### src/rtl/cmos_window_crop.sv
// cmos_window_crop: per-frame crop window with power-of-two decimation and sof/eol/eof framing
// Ports: cam_pclk/rst_n clock and async active-low reset; cam_vsync/cam_href/cam_data/cam_data_valid camera stream;
//        cfg_x0/y0/w/h/hdec/vdec window request, latched on each frame start;
//        out_valid/out_data/out_sof/out_eol/out_eof cropped stream (1-cycle latency);
//        out_width output pixels per line; cfg_err illegal active window (frame blanked).
module cmos_window_crop #(
  parameter int DATA_W = 16,
  parameter int CNT_W  = 12,
  parameter int IN_W   = 1280,
  parameter int IN_H   = 720,
  parameter int DEF_X0 = 160,
  parameter int DEF_Y0 = 90,
  parameter int DEF_W  = 960,
  parameter int DEF_H  = 540
) (
  input  logic              cam_pclk,
  input  logic              rst_n,
  input  logic              cam_vsync,
  input  logic              cam_href,
  input  logic [DATA_W-1:0] cam_data,
  input  logic              cam_data_valid,
  input  logic [CNT_W-1:0]  cfg_x0,
  input  logic [CNT_W-1:0]  cfg_y0,
  input  logic [CNT_W-1:0]  cfg_w,
  input  logic [CNT_W-1:0]  cfg_h,
  input  logic [1:0]        cfg_hdec,
  input  logic [1:0]        cfg_vdec,
  output logic              out_valid,
  output logic [DATA_W-1:0] out_data,
  output logic              out_sof,
  output logic              out_eol,
  output logic              out_eof,
  output logic [CNT_W-1:0]  out_width,
  output logic              cfg_err
);
  localparam logic [CNT_W:0]   IN_W_L = (CNT_W+1)'(IN_W);
  localparam logic [CNT_W:0]   IN_H_L = (CNT_W+1)'(IN_H);
  localparam logic [CNT_W-1:0] ONE    = CNT_W'(1);
  logic vs_d0, vs_d1, hs_d0, hs_d1, pos_vs, neg_hs, armed, err;
  logic [CNT_W-1:0] h_cnt, v_cnt, x0, y0, w, h, last_x, last_y;
  logic [1:0] hdec, vdec;
  logic n_err, e_err, kept, eol;
  logic [CNT_W-1:0] n_lx, n_ly, n_ow, e_x0, e_y0, e_w, e_h, e_lx, e_ly, v_inc, hx, vy, dx, dy;
  logic [1:0] e_hdec, e_vdec;
  // In the pos_vs cycle the freshly requested window already applies, so a beat
  // landing there (pixel 0,0 of the new frame) sees the same geometry as the rest.
  always_comb begin
    pos_vs = vs_d0 & ~vs_d1;
    neg_hs = ~hs_d0 & hs_d1;
    n_err  = (cfg_w == '0) || (cfg_h == '0) ||
             (({1'b0, cfg_x0} + {1'b0, cfg_w}) > IN_W_L) ||
             (({1'b0, cfg_y0} + {1'b0, cfg_h}) > IN_H_L);
    n_lx   = ((cfg_w - ONE) >> cfg_hdec) << cfg_hdec;
    n_ly   = ((cfg_h - ONE) >> cfg_vdec) << cfg_vdec;
    n_ow   = ((cfg_w - ONE) >> cfg_hdec) + ONE;
    e_x0   = pos_vs ? cfg_x0 : x0;
    e_y0   = pos_vs ? cfg_y0 : y0;
    e_w    = pos_vs ? cfg_w : w;
    e_h    = pos_vs ? cfg_h : h;
    e_lx   = pos_vs ? n_lx : last_x;
    e_ly   = pos_vs ? n_ly : last_y;
    e_hdec = pos_vs ? cfg_hdec : hdec;
    e_vdec = pos_vs ? cfg_vdec : vdec;
    e_err  = pos_vs ? n_err : err;
    v_inc  = v_cnt + CNT_W'(~&v_cnt);
    // A beat coincident with a line/frame boundary is pixel 0 of the new line.
    hx     = (pos_vs | neg_hs) ? '0 : h_cnt;
    vy     = pos_vs ? '0 : neg_hs ? v_inc : v_cnt;
    dx     = hx - e_x0;
    dy     = vy - e_y0;
    kept   = cam_data_valid && (armed || pos_vs) && !e_err &&
             (hx >= e_x0) && ({1'b0, hx} < {1'b0, e_x0} + {1'b0, e_w}) &&
             (vy >= e_y0) && ({1'b0, vy} < {1'b0, e_y0} + {1'b0, e_h}) &&
             ((dx & ~({CNT_W{1'b1}} << e_hdec)) == '0) &&
             ((dy & ~({CNT_W{1'b1}} << e_vdec)) == '0);
    eol    = kept && (dx == e_lx);
  end
  always_ff @(posedge cam_pclk or negedge rst_n) begin
    if (!rst_n) begin
      vs_d0     <= 1'b0;
      vs_d1     <= 1'b0;
      hs_d0     <= 1'b0;
      hs_d1     <= 1'b0;
      h_cnt     <= '0;
      v_cnt     <= '0;
      armed     <= 1'b0;
      x0        <= CNT_W'(DEF_X0);
      y0        <= CNT_W'(DEF_Y0);
      w         <= CNT_W'(DEF_W);
      h         <= CNT_W'(DEF_H);
      hdec      <= 2'd0;
      vdec      <= 2'd0;
      last_x    <= CNT_W'(DEF_W - 1);
      last_y    <= CNT_W'(DEF_H - 1);
      out_width <= CNT_W'(DEF_W);
      err       <= 1'b0;
      out_valid <= 1'b0;
      out_data  <= '0;
      out_sof   <= 1'b0;
      out_eol   <= 1'b0;
      out_eof   <= 1'b0;
    end else begin
      vs_d0     <= cam_vsync;
      vs_d1     <= vs_d0;
      hs_d0     <= cam_href;
      hs_d1     <= hs_d0;
      h_cnt     <= (pos_vs | neg_hs) ? CNT_W'(cam_data_valid) : h_cnt + CNT_W'(cam_data_valid & ~&h_cnt);
      v_cnt     <= pos_vs ? '0 : neg_hs ? v_inc : v_cnt;
      armed     <= armed | pos_vs;
      if (pos_vs) begin
        x0        <= cfg_x0;
        y0        <= cfg_y0;
        w         <= cfg_w;
        h         <= cfg_h;
        hdec      <= cfg_hdec;
        vdec      <= cfg_vdec;
        last_x    <= n_lx;
        last_y    <= n_ly;
        out_width <= n_ow;
        err       <= n_err;
      end
      out_valid <= kept;
      out_data  <= kept ? cam_data : '0;
      out_sof   <= kept && (dx == '0) && (dy == '0);
      out_eol   <= eol;
      out_eof   <= eol && (dy == e_ly);
    end
  end
  assign cfg_err = err;
endmodule

### config.mk
export PLATFORM = sky130hd
export DESIGN_NAME = cmos_window_crop
export DESIGN_NICKNAME = d
export VERILOG_FILES = /design/src/rtl/cmos_window_crop.sv
export SDC_FILE = /design/constraint.sdc
export NUM_CORES = 1
export LEC_CHECK = 0
export ABC_AREA = 1
export BUFFER_PORTS_ARGS = -buffer_cell sky130_fd_sc_hd__buf_2
export CORE_MARGIN = 2
export CORE_UTILIZATION = 50
export CTS_CLUSTER_SIZE = 28
export DETAILED_ROUTE_END_ITERATION = 7
export PLACE_DENSITY_LB_ADDON = 0.3
export REMOVE_ABC_BUFFERS = 1
export SLEW_MARGIN = 20
export SYNTH_ARGS = -nofsm -noshare
export SYNTH_HDL_FRONTEND = slang
export SYNTH_SLANG_ARGS = --single-unit
### constraint.sdc
create_clock -name cam_pclk -period 5.56 [get_ports cam_pclk]
set_input_delay 0.556 -clock cam_pclk [delete_from_list [all_inputs] [get_ports cam_pclk]]
set_output_delay 0.556 -clock cam_pclk [all_outputs]
set_load 0.05 [all_outputs]
==> out/qor.yml, run 1 <==
floorplan.io_pins: 106
routed_wirelength_um: 29000
layout.filler_cells: 2085
post_drt_antenna_nets: 0
yosysSeqAreaShare_pct: 31.4
syn_avg_cell_area_um2: 7.18
startpoint_type: "flop"
outcome: "completed"
grt_start_max_net_pins: 96
post-route-min-period_ns: 4.86
synth_cells: 1550
finalSetupViolations: 0
min-delay-path-class: "primary input to async pin"
stdcell_count: 1946
place.port_buffers: 105
clkSinkCount: 138
critical_path_arrival_ns: 5.21
global_route.usage.total_pct: 25.4
dpl_worst_slack_ns: 0.751
most-common-layout-cells: "sky130_fd_sc_hd__nand2_1, sky130_fd_sc_hd__inv_1, sky130_fd_sc_hd__nor2_1, sky130_fd_sc_hd__nand3_1, sky130_fd_sc_hd__dfrtp_1"
cts-buffers-inserted: 17
most_common_cell_after_layout_fill_and_taps_aside: "sky130_fd_sc_hd__nand2_1"
drt_pre_antenna_iters: 5
area_delta_synth_final_pct: 13.0
globalRoute.totalOverflow: 0
report.final.hold_viol_count: 0
cts_root_buffer: "sky130_fd_sc_hd__clkbuf_16"
post_cts.repair.setup_buffers: 0
drv.max_cap_violation_count: 0
crit_required_ns: 5.91
placementRows: 54
buffer_depth_of_the_longest_clock_path: 2
power-per-cell-area_nw_per_um2: 289
cts-resized-gates: 0
finalWorstSetupSlack_ns: 0.695
postCtsHoldBufs: 0
total_power_uw: 3630
hpwl_um: 23100
share_of_flip_flops_with_an_asynchronous_set_or_reset_after_synthesis_pct: 100
yosysWarningCount: 0
maxSlewHeadroom_pct: 41.1
inst_count_dp: 1914
wl_per_cell_um: 14.9
finalWeightedCongestion: 0.888
synth_top_area_cell: "sky130_fd_sc_hd__dfrtp_1"
clkTransAtPathRegs_ns: 0.06
synth-seq-cells: 138
yosysUniqueCellTypes: 55
die_h_um: 153
grt_antenna_before_repair: 0
layout-drive-gt1-share_pct: 15.4
worst-setup-path-type: "flop to flop"
ctsHtreeMaxLevel: 4
maxClockFrequency_mhz: 206
crit_path_max_fanout: 43
yosys_most_used_dff: "sky130_fd_sc_hd__dfrtp_1"
worst_pin_slew_ns: 0.884
grt_pass1_wl_um: 48500
synth_edf_count: 0
vdd.ir_drop.worst_mv: 0.174
total_core_area_um2: 21800
timing.clock.skew_ns: 0.0111
static-leakage-power_uw: 0.00662
chipWidth_um: 153
n_antenna_cell: 0
grt_pass1_vias: 10100
post-synth-top-area-fraction_pct: 23.8
final_min_period_over_clock_period_pct: 87.5
cts_tree: "built"
syn_area_um2: 11100
vias_per_cell: 5.30
initial_core_util_pct: 51.0
slew_viol_final: 0
dominant_cells_by_area_after_synthesis: "sky130_fd_sc_hd__dfrtp_1, sky130_fd_sc_hd__nand2_1, sky130_fd_sc_hd__ha_1, sky130_fd_sc_hd__dfstp_2, sky130_fd_sc_hd__inv_1"
die-area_um2: 23500
finalSetupTns_ns: 0
finish.net_count: 1834
drc: 0
rsz0062_at_grt: "no"
endpoint_kind: "flop"
worst_skew_pair.late_latency_ns: 0.43
route.vias.total: 10300
detail_route.iter0.violations: 636
-- per-stage QoR --
| step | utilization (%) | hold slack (ns) | area, um2 |
|---|---|---|---|
| after global placement | 54.6 | 0.362 | 11900 |
| after floorplan | - | 0.260 | 11000 |
| after global routing | 57.6 | 0.231 | 12600 |
| after detailed placement | 54.6 | 0.375 | 11900 |
| after CTS | 57.6 | 0.231 | 12600 |
| final | 57.6 | 0.214 | 12600 |
-- kinds of logic (layout without fill, tap and decap cells) --
kind of cell	count (synthesis)	count (layout)	synth area share [%]
adders and majority gates	108	108	12.5
and+or+nand+nor	732	732	28.7
buffers and inverters	262	378	9.19
xor gates and xnor gates	75	75	5.97
muxes	3	3	0.382
AOI/OAI and AO/OA	232	232	11.8
DFF	138	138	31.4
-- state kept, by name (all words and copies together), names as in the netlist --
register	cells
v_cnt	12
out_valid	1
cfg_err	1
last_x	12
hs_d1	1
x0	12
w	12
vs_d1	1
out_eol	1
out_data	16
hs_d0	1
armed	1
out_width	12
out_sof	1
h	12
vs_d0	1
vdec	2
last_y	12
out_eof	1
hdec	2
y0	12
h_cnt	12
-- cells in the mapped netlist (all sizes together), types with 18 or more instances --
library cell / count
o21ai: 114
a21oi: 76
nor3: 18
nand2: 361
nor2: 169
nand3: 112
nand4: 29
xnor2: 20
xor2: 55
or2: 30
dfstp: 32
inv: 232
ha: 102
dfrtp: 106
-- power breakdown --
part           total (uW)  switching (uW)  internal (uW)
clock                1270             468            801
combinational        1210             778            431
sequential           1150            32.0           1120
-- routing by layer --
metal / vias to the layer above / GRT usage, % / share of wire [%] / wire length [um]
met1: 4730 / 33.2 / 46 / 13300
li1: 5223 / - / - / -
met3: 61 / 3.66 / 4.9 / 1430
met5: - / 0 / 0 / 0
met4: 0 / 9.74 / 3.0 / 856
met2: 303 / 42.7 / 46 / 13400
-- critical path: stages, from the launching register on --
cell and delay (ns):
sky130_fd_sc_hd__dfrtp_1 0.40, sky130_fd_sc_hd__nor2_4 0.13, sky130_fd_sc_hd__clkinv_2 0.45, sky130_fd_sc_hd__o21ai_0 0.77, sky130_fd_sc_hd__inv_1 0.13, sky130_fd_sc_hd__ha_1 0.32
sky130_fd_sc_hd__nand3_1 0.08, sky130_fd_sc_hd__nand2_1 0.13, sky130_fd_sc_hd__nand2_1 0.08, sky130_fd_sc_hd__o211ai_1 0.13, sky130_fd_sc_hd__nand2_1 0.08, sky130_fd_sc_hd__nand2_1 0.06
sky130_fd_sc_hd__nand2_1 0.06, sky130_fd_sc_hd__nand2_1 0.09, sky130_fd_sc_hd__a21oi_1 0.06, sky130_fd_sc_hd__o21ai_0 0.23, sky130_fd_sc_hd__xor2_1 0.18, sky130_fd_sc_hd__ha_1 0.24
sky130_fd_sc_hd__and2_4 0.17, sky130_fd_sc_hd__o211ai_1 0.07, sky130_fd_sc_hd__nand3_1 0.11, sky130_fd_sc_hd__nor2_2 0.21, sky130_fd_sc_hd__nand4_4 0.33, sky130_fd_sc_hd__nor2_1 0.22
-- layout make-up --
class	instances	area [um2]	area share, %
Multi-Input combinational cell	1150	6610	52.6
Sequential cell	138	3490	27.8
Inverter	234	881	7.01
Timing Repair Buffer	112	584	4.65
Clock buffer	19	433	3.44
Tap cell	280	350	2.79
Clock inverter	13	215	1.71
-- path summary, 6_finish.rpt --
path / startpoint / to / slack [ns] / cells past startpoint
max: vs_d1 / out_sof / 0.70 / 23
min: rst_n / h[0] / 0.21 / 1
max reg2reg: vs_d1 / out_sof / 0.70 / 23
min reg2reg: vs_d0 / vs_d1 / 0.39 / 0
max in group asynchronous: rst_n / x0[6] / 4.23 / 2
min in group cam_pclk: cam_href / hs_d0 / 0.24 / 1
Power figures use the tool's default switching activity.
==> run 2, diff against run 1 <==
CORE_MARGIN = not set   (was 2)
clock period = 5.5 ns   (was 5.56 ns; I/O delays follow)
==> run 2 against run 1 <==
Net effect: first-iteration DRC count is 2.2% lower; sequential cell count unchanged; count of clock-buffer cells in the layout is 1 lower; hold slack got worse by 0.073 ns; register-to-register slack got worse by 0.05 ns; critical endpoint is now out_data[15].
==> out/qor.yml, run 2 (synthesized netlist as in run 1, its figures left out) <==
cts_tree: "built"  # unchanged
timing.clock.skew_ns: 0.0111  # about the same
hpwl_um: 22900  # was 23100 um
critical_path.cell_chain: "nor2_4 > clkinv_2 > o21ai_0 > inv_1 > ha_1 > nand3_1 > nand2_1 > nand2_1 > o211ai_1 > nand2_1 > nand2_1 > nand2_1 > nand2_1 > a21oi_1 > o21ai_0 > xor2_1 > ha_1 > and2_4 > o211ai_1 > nand3_1 > nor2_2 > nand4_4 > nor2_1"  # unchanged
initial_core_util_pct: 51.0  # unchanged
drc: 0  # unchanged
grt_pass1_vias: 9757  # was 10100
multi_input_comb_area_um2: 6610  # unchanged
endpoint_kind: "flop"  # unchanged
critical_path_arrival_ns: 5.20  # was 5.21 ns
grt_antenna_before_repair: 0  # unchanged
hold_worst_slack_ns: 0.141  # was 0.214 ns
largest_register_ff_count: 16  # unchanged
finish.net_count: 1834  # unchanged
min-delay-path-class: "primary input to async pin"  # unchanged
maxSlewHeadroom_pct: 45.9  # was 41.1%
postCtsHoldBufs: 0  # unchanged
max_flop_register: "out_data"  # unchanged
global_route.usage.total_pct: 26.9  # was 25.4%
final_min_period_over_clock_period_pct: 88.3  # was 87.5%
slew_viol_final: 0  # unchanged
die-area_um2: 22900  # was 23500 um2
post-route-min-period_ns: 4.86  # about the same
worst-setup-path-type: "flop to flop"  # unchanged
layout.filler_cells: 2056  # was 2085
globalRoute.totalOverflow: 0  # unchanged
ctsHtreeMaxLevel: 4  # unchanged
final_util_pct: 57.4  # was 57.6%
post_cts.repair.setup_buffers: 0  # unchanged
total_core_area_um2: 21800  # unchanged
startpoint_type: "flop"  # unchanged
worstReg2RegStart: "vs_d1"  # unchanged
die_h_um: 151  # was 153 um
timing.critical_path.slowest_stage_cell: "sky130_fd_sc_hd__o21ai_0"  # unchanged
most-common-layout-cells: "sky130_fd_sc_hd__nand2_1, sky130_fd_sc_hd__inv_1, sky130_fd_sc_hd__nor2_1, sky130_fd_sc_hd__nand3_1, sky130_fd_sc_hd__dfrtp_1"  # unchanged
worst-r2r-cell-count: 23  # unchanged
area_delta_synth_final_pct: 12.5  # was 13.0%
most_common_cell_after_layout_fill_and_taps_aside: "sky130_fd_sc_hd__nand2_1"  # unchanged
cts-resized-gates: 0  # unchanged
regArea_um2: 3490  # unchanged
vias_per_cell: 5.25  # was 5.30
floorplan.io_pins: 106  # unchanged
routed_wirelength_um: 29000  # about the same
crit_path_max_fanout: 48  # was 43
drv.max_cap_violation_count: 0  # unchanged
finalSetupTns_ns: 0  # unchanged
grt_start_max_net_pins: 80  # was 96
buffer_depth_of_the_longest_clock_path: 2  # unchanged
vdd.ir_drop.worst_mv: 0.179  # was 0.174 mV
critPathMaxStageDelay_ns: 0.80  # was 0.77 ns
drt_pre_antenna_iters: 5  # unchanged
rsz0062_at_grt: "no"  # unchanged
report.final.hold_viol_count: 0  # unchanged
outcome: "completed"  # unchanged
worst_pin_slew_ns: 0.811  # was 0.884 ns
place.port_buffers: 105  # unchanged
finalWeightedCongestion: 0.903  # was 0.888
cpMostUsedCell: "sky130_fd_sc_hd__nand2_1"  # unchanged
crit_required_ns: 5.84  # was 5.91 ns
placementRows: 54  # unchanged
worst_setup_path_startpoint: "vs_d1"  # unchanged
layout-drive-gt1-share_pct: 15.4  # about the same
cts-buffers-inserted: 17  # unchanged
detail_route.iter0.violations: 622  # was 636
total_power_uw: 3580  # was 3630 uW
post_drt_antenna_nets: 0  # unchanged
power-per-cell-area_nw_per_um2: 286  # was 289 nW/um2
regToRegEndpoint: "out_data[15]"  # was out_sof
chipWidth_um: 151  # was 153 um
route.vias.total: 10200  # was 10300
maxClockFrequency_mhz: 206  # about the same
grt_pass1_wl_um: 47600  # was 48500 um
clkTransAtPathRegs_ns: 0.07  # was 0.06 ns
r2r_slack_ns: 0.64  # was 0.70 ns
clkSinkCount: 138  # unchanged
n_antenna_cell: 0  # unchanged
static-leakage-power_uw: 0.00659  # was 0.00662 uW
worstSetupEndpoint: "out_data[15]"  # was out_sof
worst_skew_pair.late_latency_ns: 0.43  # about the same
cts_root_buffer: "sky130_fd_sc_hd__clkbuf_16"  # unchanged
finalSetupViolations: 0  # unchanged
wl_per_cell_um: 14.9  # about the same
run 2: cell types whose count changed in the layout (fill, tap and decap cells not counted):
cell                         change
sky130_fd_sc_hd__clkinv_2        +1
sky130_fd_sc_hd__clkinv_4        -1
sky130_fd_sc_hd__clkinvlp_4      +1
sky130_fd_sc_hd__bufinv_16       -2
sky130_fd_sc_hd__inv_8           +1
sky130_fd_sc_hd__clkbuf_1        -1
run 2: area by class of cell:
class | instances | area share (%)
multi-input combinational | 1150 | 52.8
tap | 280 | 2.80
sequential | 138 | 27.9
clock inverter | 13 | 1.36
timing repair buffer | 112 | 4.67
clock buffer | 18 | 3.43
inverter | 234 | 7.04
run 2: worst max-delay path, delay by kind of cell, from the launching register on:
kind / cells / cell delay (ns)
buf+inv: 2 / 0.64
compound gates: 5 / 1.28
fa+ha+maj: 2 / 0.55
xor+xnor: 1 / 0.17
flops: 1 / 0.39
simple gates: 13 / 1.70
run 2: metal layers:
metal	up-vias	global-route usage, %	share of wire [%]
li1	5217	-	-
met5	-	0	0
met3	53	4.28	4.9
met4	0	11.1	3.0
met2	262	44.6	46
met1	4681	34.8	46
run 2: metrics by stage:
step / cell area, um2 / setup WS (ns) / std cells
3_5_place_dp: 11900 / 0.654 / 1914
6_report: 12500 / 0.643 / 1945
3_3_place_gp: 11900 / 0.821 / 1914
2_1_floorplan: 11000 / 0.507 / 1522
4_1_cts: 12500 / 0.627 / 1945
5_1_grt: 12500 / 0.163 / 1945
run 2: how the worst min path moves through the flow:
stage           from    end  slack [ns]  cells past startpoint
6_report       rst_n  y0[2]        0.14                      1
5_1_grt        rst_n  y0[2]        0.20                      1
4_1_cts        rst_n  y0[2]        0.18                      1
3_5_place_dp   vs_d0  vs_d1        0.37                      0
3_3_place_gp   vs_d0  vs_d1        0.36                      0
2_1_floorplan  rst_n  armed        0.25                      0
run 2: where the power goes:
group / total (uW) / internal [uW] / switching [uW] / leakage (uW)
Clock: 1190 / 716 / 474 / 0.000277
Sequential: 1160 / 1130 / 32.2 / 0.00167
Combinational: 1220 / 436 / 788 / 0.00465
==> run 3, diff against run 2 <==
ABC_AREA = not set   (was 1)
==> run 3 against run 2 <==
Net effect: first-iteration DRC count decreased by 13%; via count decreased by 14%; sequential share of layout area rose by 2.0 points; critical path depth is the same; sequential power barely moved; maximum frequency decreased by 4.6%; power shrank 3.0%; clock power decreased by 3%; register-to-register slack got worse by 0.23 ns; cell count down 20%; count of clock-buffer cells in the layout did not move; final area shrank 6.6%.
==> out/qor.yml, run 3 <==
dominant_cells_by_area_after_synthesis: "sky130_fd_sc_hd__dfrtp_1, sky130_fd_sc_hd__ha_1, sky130_fd_sc_hd__dfstp_2, sky130_fd_sc_hd__nand2_1, sky130_fd_sc_hd__xor2_1"  # was sky130_fd_sc_hd__dfrtp_1, sky130_fd_sc_hd__nand2_1, sky130_fd_sc_hd__ha_1, sky130_fd_sc_hd__dfstp_2, sky130_fd_sc_hd__inv_1
chipWidth_um: 146  # was 151 um
syn_area_um2: 10300  # was 11100 um2
worst-setup-path-type: "flop to flop"  # unchanged
yosysUniqueCellTypes: 76  # was 55
die-area_um2: 21200  # was 22900 um2
layout.filler_cells: 1838  # was 2056
post-route-min-period_ns: 5.09  # was 4.86 ns
power.switching_fraction_pct: 35.8  # was 36.2%
yosys_most_used_dff: "sky130_fd_sc_hd__dfrtp_1"  # unchanged
clkTransAtPathRegs_ns: 0.07  # about the same
most_common_cell_after_layout_fill_and_taps_aside: "sky130_fd_sc_hd__nand2_1"  # unchanged
most-common-layout-cells: "sky130_fd_sc_hd__nand2_1, sky130_fd_sc_hd__dfrtp_1, sky130_fd_sc_hd__buf_2, sky130_fd_sc_hd__ha_1, sky130_fd_sc_hd__nor2_1"  # was sky130_fd_sc_hd__nand2_1, sky130_fd_sc_hd__inv_1, sky130_fd_sc_hd__nor2_1, sky130_fd_sc_hd__nand3_1, sky130_fd_sc_hd__dfrtp_1
worst_pin_slew_ns: 0.901  # was 0.811 ns
share_of_flip_flops_with_an_asynchronous_set_or_reset_after_synthesis_pct: 100  # unchanged
timing.critical_path.slowest_stage_cell: "sky130_fd_sc_hd__buf_4"  # was sky130_fd_sc_hd__o21ai_0
ctsHtreeMaxLevel: 4  # unchanged
floorplan.io_pins: 106  # unchanged
clkSinkCount: 138  # unchanged
synth-seq-cells: 138  # unchanged
gr-usage-met3_pct: 5.08  # was 4.28%
area_delta_synth_final_pct: 13.5  # was 12.5%
placementRows: 52  # was 54
critical_path.cell_chain: "nor2b_4 > buf_4 > nand2_1 > nand2_1 > ha_1 > a21oi_1 > o21bai_1 > a21oi_1 > o21bai_1 > a21oi_1 > nand2b_1 > a21boi_0 > nor2_1 > xnor2_1 > ha_1 > and4_1 > a41oi_1 > a21oi_1 > o21ai_0 > nand3_1 > o31ai_4 > and4_1 > and4bb_1"  # was nor2_4 > clkinv_2 > o21ai_0 > inv_1 > ha_1 > nand3_1 > nand2_1 > nand2_1 > o211ai_1 > nand2_1 > nand2_1 > nand2_1 > nand2_1 > a21oi_1 > o21ai_0 > xor2_1 > ha_1 > and2_4 > o211ai_1 > nand3_1 > nor2_2 > nand4_4 > nor2_1
detail_route.iter0.violations: 540  # was 622
global_route.usage.total_pct: 25.3  # was 26.9%
post_drt_antenna_nets: 0  # unchanged
maxClockFrequency_mhz: 196  # was 206 MHz
grt_pass1_wl_um: 42700  # was 47600 um
slew_viol_final: 0  # unchanged
vias_per_cell: 5.69  # was 5.25
cts_tree: "built"  # unchanged
postCtsHoldBufs: 0  # unchanged
synthMostInstantiatedCell: "sky130_fd_sc_hd__nand2_1"  # unchanged
cts-buffers-inserted: 17  # unchanged
endpoint_kind: "flop"  # unchanged
grt_start_max_net_pins: 89  # was 80
sequentialPowerShare_pct: 33.7  # was 32.5%
post-synth-top-area-fraction_pct: 25.8  # was 23.8%
globalRoute.totalOverflow: 0  # unchanged
hold_worst_slack_ns: 0.159  # was 0.141 ns
startpoint_type: "flop"  # unchanged
drc: 0  # unchanged
drv.max_cap_violation_count: 0  # unchanged
route.vias.total: 8826  # was 10200
ys_top_cells_by_count: "sky130_fd_sc_hd__nand2_1, sky130_fd_sc_hd__dfrtp_1, sky130_fd_sc_hd__ha_1"  # was sky130_fd_sc_hd__nand2_1, sky130_fd_sc_hd__inv_1, sky130_fd_sc_hd__nor2_1
die_h_um: 146  # was 151 um
critical_path_arrival_ns: 5.46  # was 5.20 ns
cpMostUsedCell: "sky130_fd_sc_hd__a21oi_1"  # was sky130_fd_sc_hd__nand2_1
top_usage_layer: "met2"  # unchanged
static-leakage-power_uw: 0.00561  # was 0.00659 uW
cp_top_family: "compound AO/OA/AOI/OAI gates"  # was simple AND/OR/NAND/NOR gates
rsz0062_at_grt: "no"  # unchanged
crit_required_ns: 5.87  # was 5.84 ns
timing.clock.skew_ns: 0.0133  # was 0.0111 ns
area_after_dpl_um2: 11100  # was 11900 um2
report.final.hold_viol_count: 0  # unchanged
hpwl_um: 20000  # was 22900 um
grt_pass1_vias: 8501  # was 9757
syn_avg_cell_area_um2: 8.80  # was 7.18 um2
worst_skew_pair.late_latency_ns: 0.44  # was 0.43 ns
yosysWarningCount: 0  # unchanged
p_int_uw: 2230  # was 2280 uW
maxSlewHeadroom_pct: 39.4  # was 45.9%
power-per-cell-area_nw_per_um2: 297  # was 286 nW/um2
outcome: "completed"  # unchanged
critical_path.n_buffers_inverters: 1  # was 2
initial_core_util_pct: 50.9  # was 51.0%
post_cts.repair.setup_buffers: 0  # unchanged
buffer_depth_of_the_longest_clock_path: 2  # unchanged
wl_per_cell_um: 16.9  # was 14.9 um
layout-drive-gt1-share_pct: 15.5  # was 15.4%
synth_cells: 1171  # was 1550
finalSetupViolations: 0  # unchanged
comb_power_share_pct: 33.3  # was 34.2%
crit_path_max_fanout: 39  # was 48
max_flop_register: "out_data"  # unchanged
synth_edf_count: 0  # unchanged
net_switching_power_of_the_design_uw: 1240  # was 1290 uW
cts_root_buffer: "sky130_fd_sc_hd__clkbuf_16"  # unchanged
n_antenna_cell: 0  # unchanged
place.port_buffers: 105  # unchanged
grt_antenna_before_repair: 0  # unchanged
routed_wirelength_um: 26200  # was 29000 um
yosysSeqAreaShare_pct: 33.9  # was 31.4%
critPathMaxStageDelay_ns: 0.48  # was 0.80 ns
total_core_area_um2: 20200  # was 21800 um2
synth_top_area_cell: "sky130_fd_sc_hd__dfrtp_1"  # unchanged
finish.instance_area_um2: 11700  # was 12500 um2
min-delay-path-class: "primary input to async pin"  # unchanged
vdd.ir_drop.worst_mv: 0.210  # was 0.179 mV
finish.net_count: 1449  # was 1834
final_min_period_over_clock_period_pct: 92.6  # was 88.3%
cts-resized-gates: 0  # unchanged
grt_use_met1_pct: 33.0  # was 34.8%
share_of_total_power_in_the_clock_network_pct: 33.0  # was 33.3%
largest_register_ff_count: 16  # unchanged
drt_pre_antenna_iters: 4  # was 5
met2_usage_pct: 41.9  # was 44.6%
finalWeightedCongestion: 0.908  # was 0.903
==> run 3: changes by cell type after synthesis, sizes merged, moves of 17 or more <==
cell,previous run,this run
or2,30,2
o21ai,114,65
nand2,361,183
nand3,112,25
xnor2,20,53
nor2,169,81
and3,2,19
inv,232,51
mux2i,3,21
nand2b,0,19
==> run 3: path summary, 6_finish.rpt <==
path	from	end	slack [ns]	cells past startpoint
max reg2reg	vs_d0	out_eof	0.41	23
max	vs_d0	out_eof	0.41	23
min	rst_n	out_width[3]	0.16	1
max in group asynchronous	rst_n	out_data[11]	4.14	2
min in group cam_pclk	cam_href	hs_d0	0.22	1
min reg2reg	hs_d0	hs_d1	0.40	0
==> run 3: power by group through the flow <==
stage / logic (uW) / clock network [uW] / registers [uW]
2_1_floorplan: 790 / 0 / 1230
3_3_place_gp: 1120 / 0 / 1180
3_5_place_dp: 1140 / 0 / 1190
4_1_cts: 1150 / 1160 / 1170
5_1_grt: 1290 / 1210 / 1180
6_report: 1160 / 1150 / 1170
==> run 3: cell families after synthesis <==
kind of cell    after synthesis  synth area share (%)
simple gates                452                  21.5
compound gates              249                  15.7
flops                       138                  33.9
xor+xnor                    112                  9.52
fa+ha+maj                   108                  13.6
buf+inv                      87                  3.24
mux                          25                  2.51
==> run 3: cell type report <==
| cell class | instances | area [um2] | share of cell area, % |
|---|---|---|---|
| clock buffers | 18 | 429 | 3.67 |
| inverters | 52 | 195 | 1.67 |
| flip-flops and latches | 138 | 3490 | 29.9 |
| clock inverters | 14 | 153 | 1.31 |
| multi-input cells | 946 | 6490 | 55.5 |
| repair buffers | 113 | 592 | 5.06 |
| well taps | 270 | 338 | 2.89 |
==> run 3: layer usage <==
| metal | share of wire [%] | vias to the layer above |
|---|---|---|
| met3 | 5.0 | 47 |
| met4 | 2.5 | 0 |
| met1 | 45 | 4198 |
| li1 | - | 4353 |
| met2 | 47 | 228 |
| met5 | 0 | - |
==> run 3: through the flow <==
stage	TNS, ns	util, %	setup slack, ns	instances	power [uW]
finish	0	57.8	0.408	1551	3470
global route	0	57.8	0.0141	1551	3670
CTS	0	57.8	0.377	1551	3480
detailed placement	0	54.9	0.461	1519	2330
global placement	0	54.9	0.644	1519	2300
floorplan	-38.44	-	-2.17	1136	2020
==> run 3: worst register-to-register path, cell delays in order, from the launching register on <==
cell and delay, ns:
sky130_fd_sc_hd__dfrtp_1 0.40, sky130_fd_sc_hd__nor2b_4 0.41, sky130_fd_sc_hd__buf_4 0.49, sky130_fd_sc_hd__nand2_1 0.14, sky130_fd_sc_hd__nand2_1 0.13, sky130_fd_sc_hd__ha_1 0.28
sky130_fd_sc_hd__a21oi_1 0.22, sky130_fd_sc_hd__o21bai_1 0.09, sky130_fd_sc_hd__a21oi_1 0.22, sky130_fd_sc_hd__o21bai_1 0.09, sky130_fd_sc_hd__a21oi_1 0.23, sky130_fd_sc_hd__nand2b_1 0.13
sky130_fd_sc_hd__a21boi_0 0.11, sky130_fd_sc_hd__nor2_1 0.14, sky130_fd_sc_hd__xnor2_1 0.14, sky130_fd_sc_hd__ha_1 0.26, sky130_fd_sc_hd__and4_1 0.18, sky130_fd_sc_hd__a41oi_1 0.21
sky130_fd_sc_hd__a21oi_1 0.09, sky130_fd_sc_hd__o21ai_0 0.23, sky130_fd_sc_hd__nand3_1 0.16, sky130_fd_sc_hd__o31ai_4 0.24, sky130_fd_sc_hd__and4_1 0.24, sky130_fd_sc_hd__and4bb_1 0.20
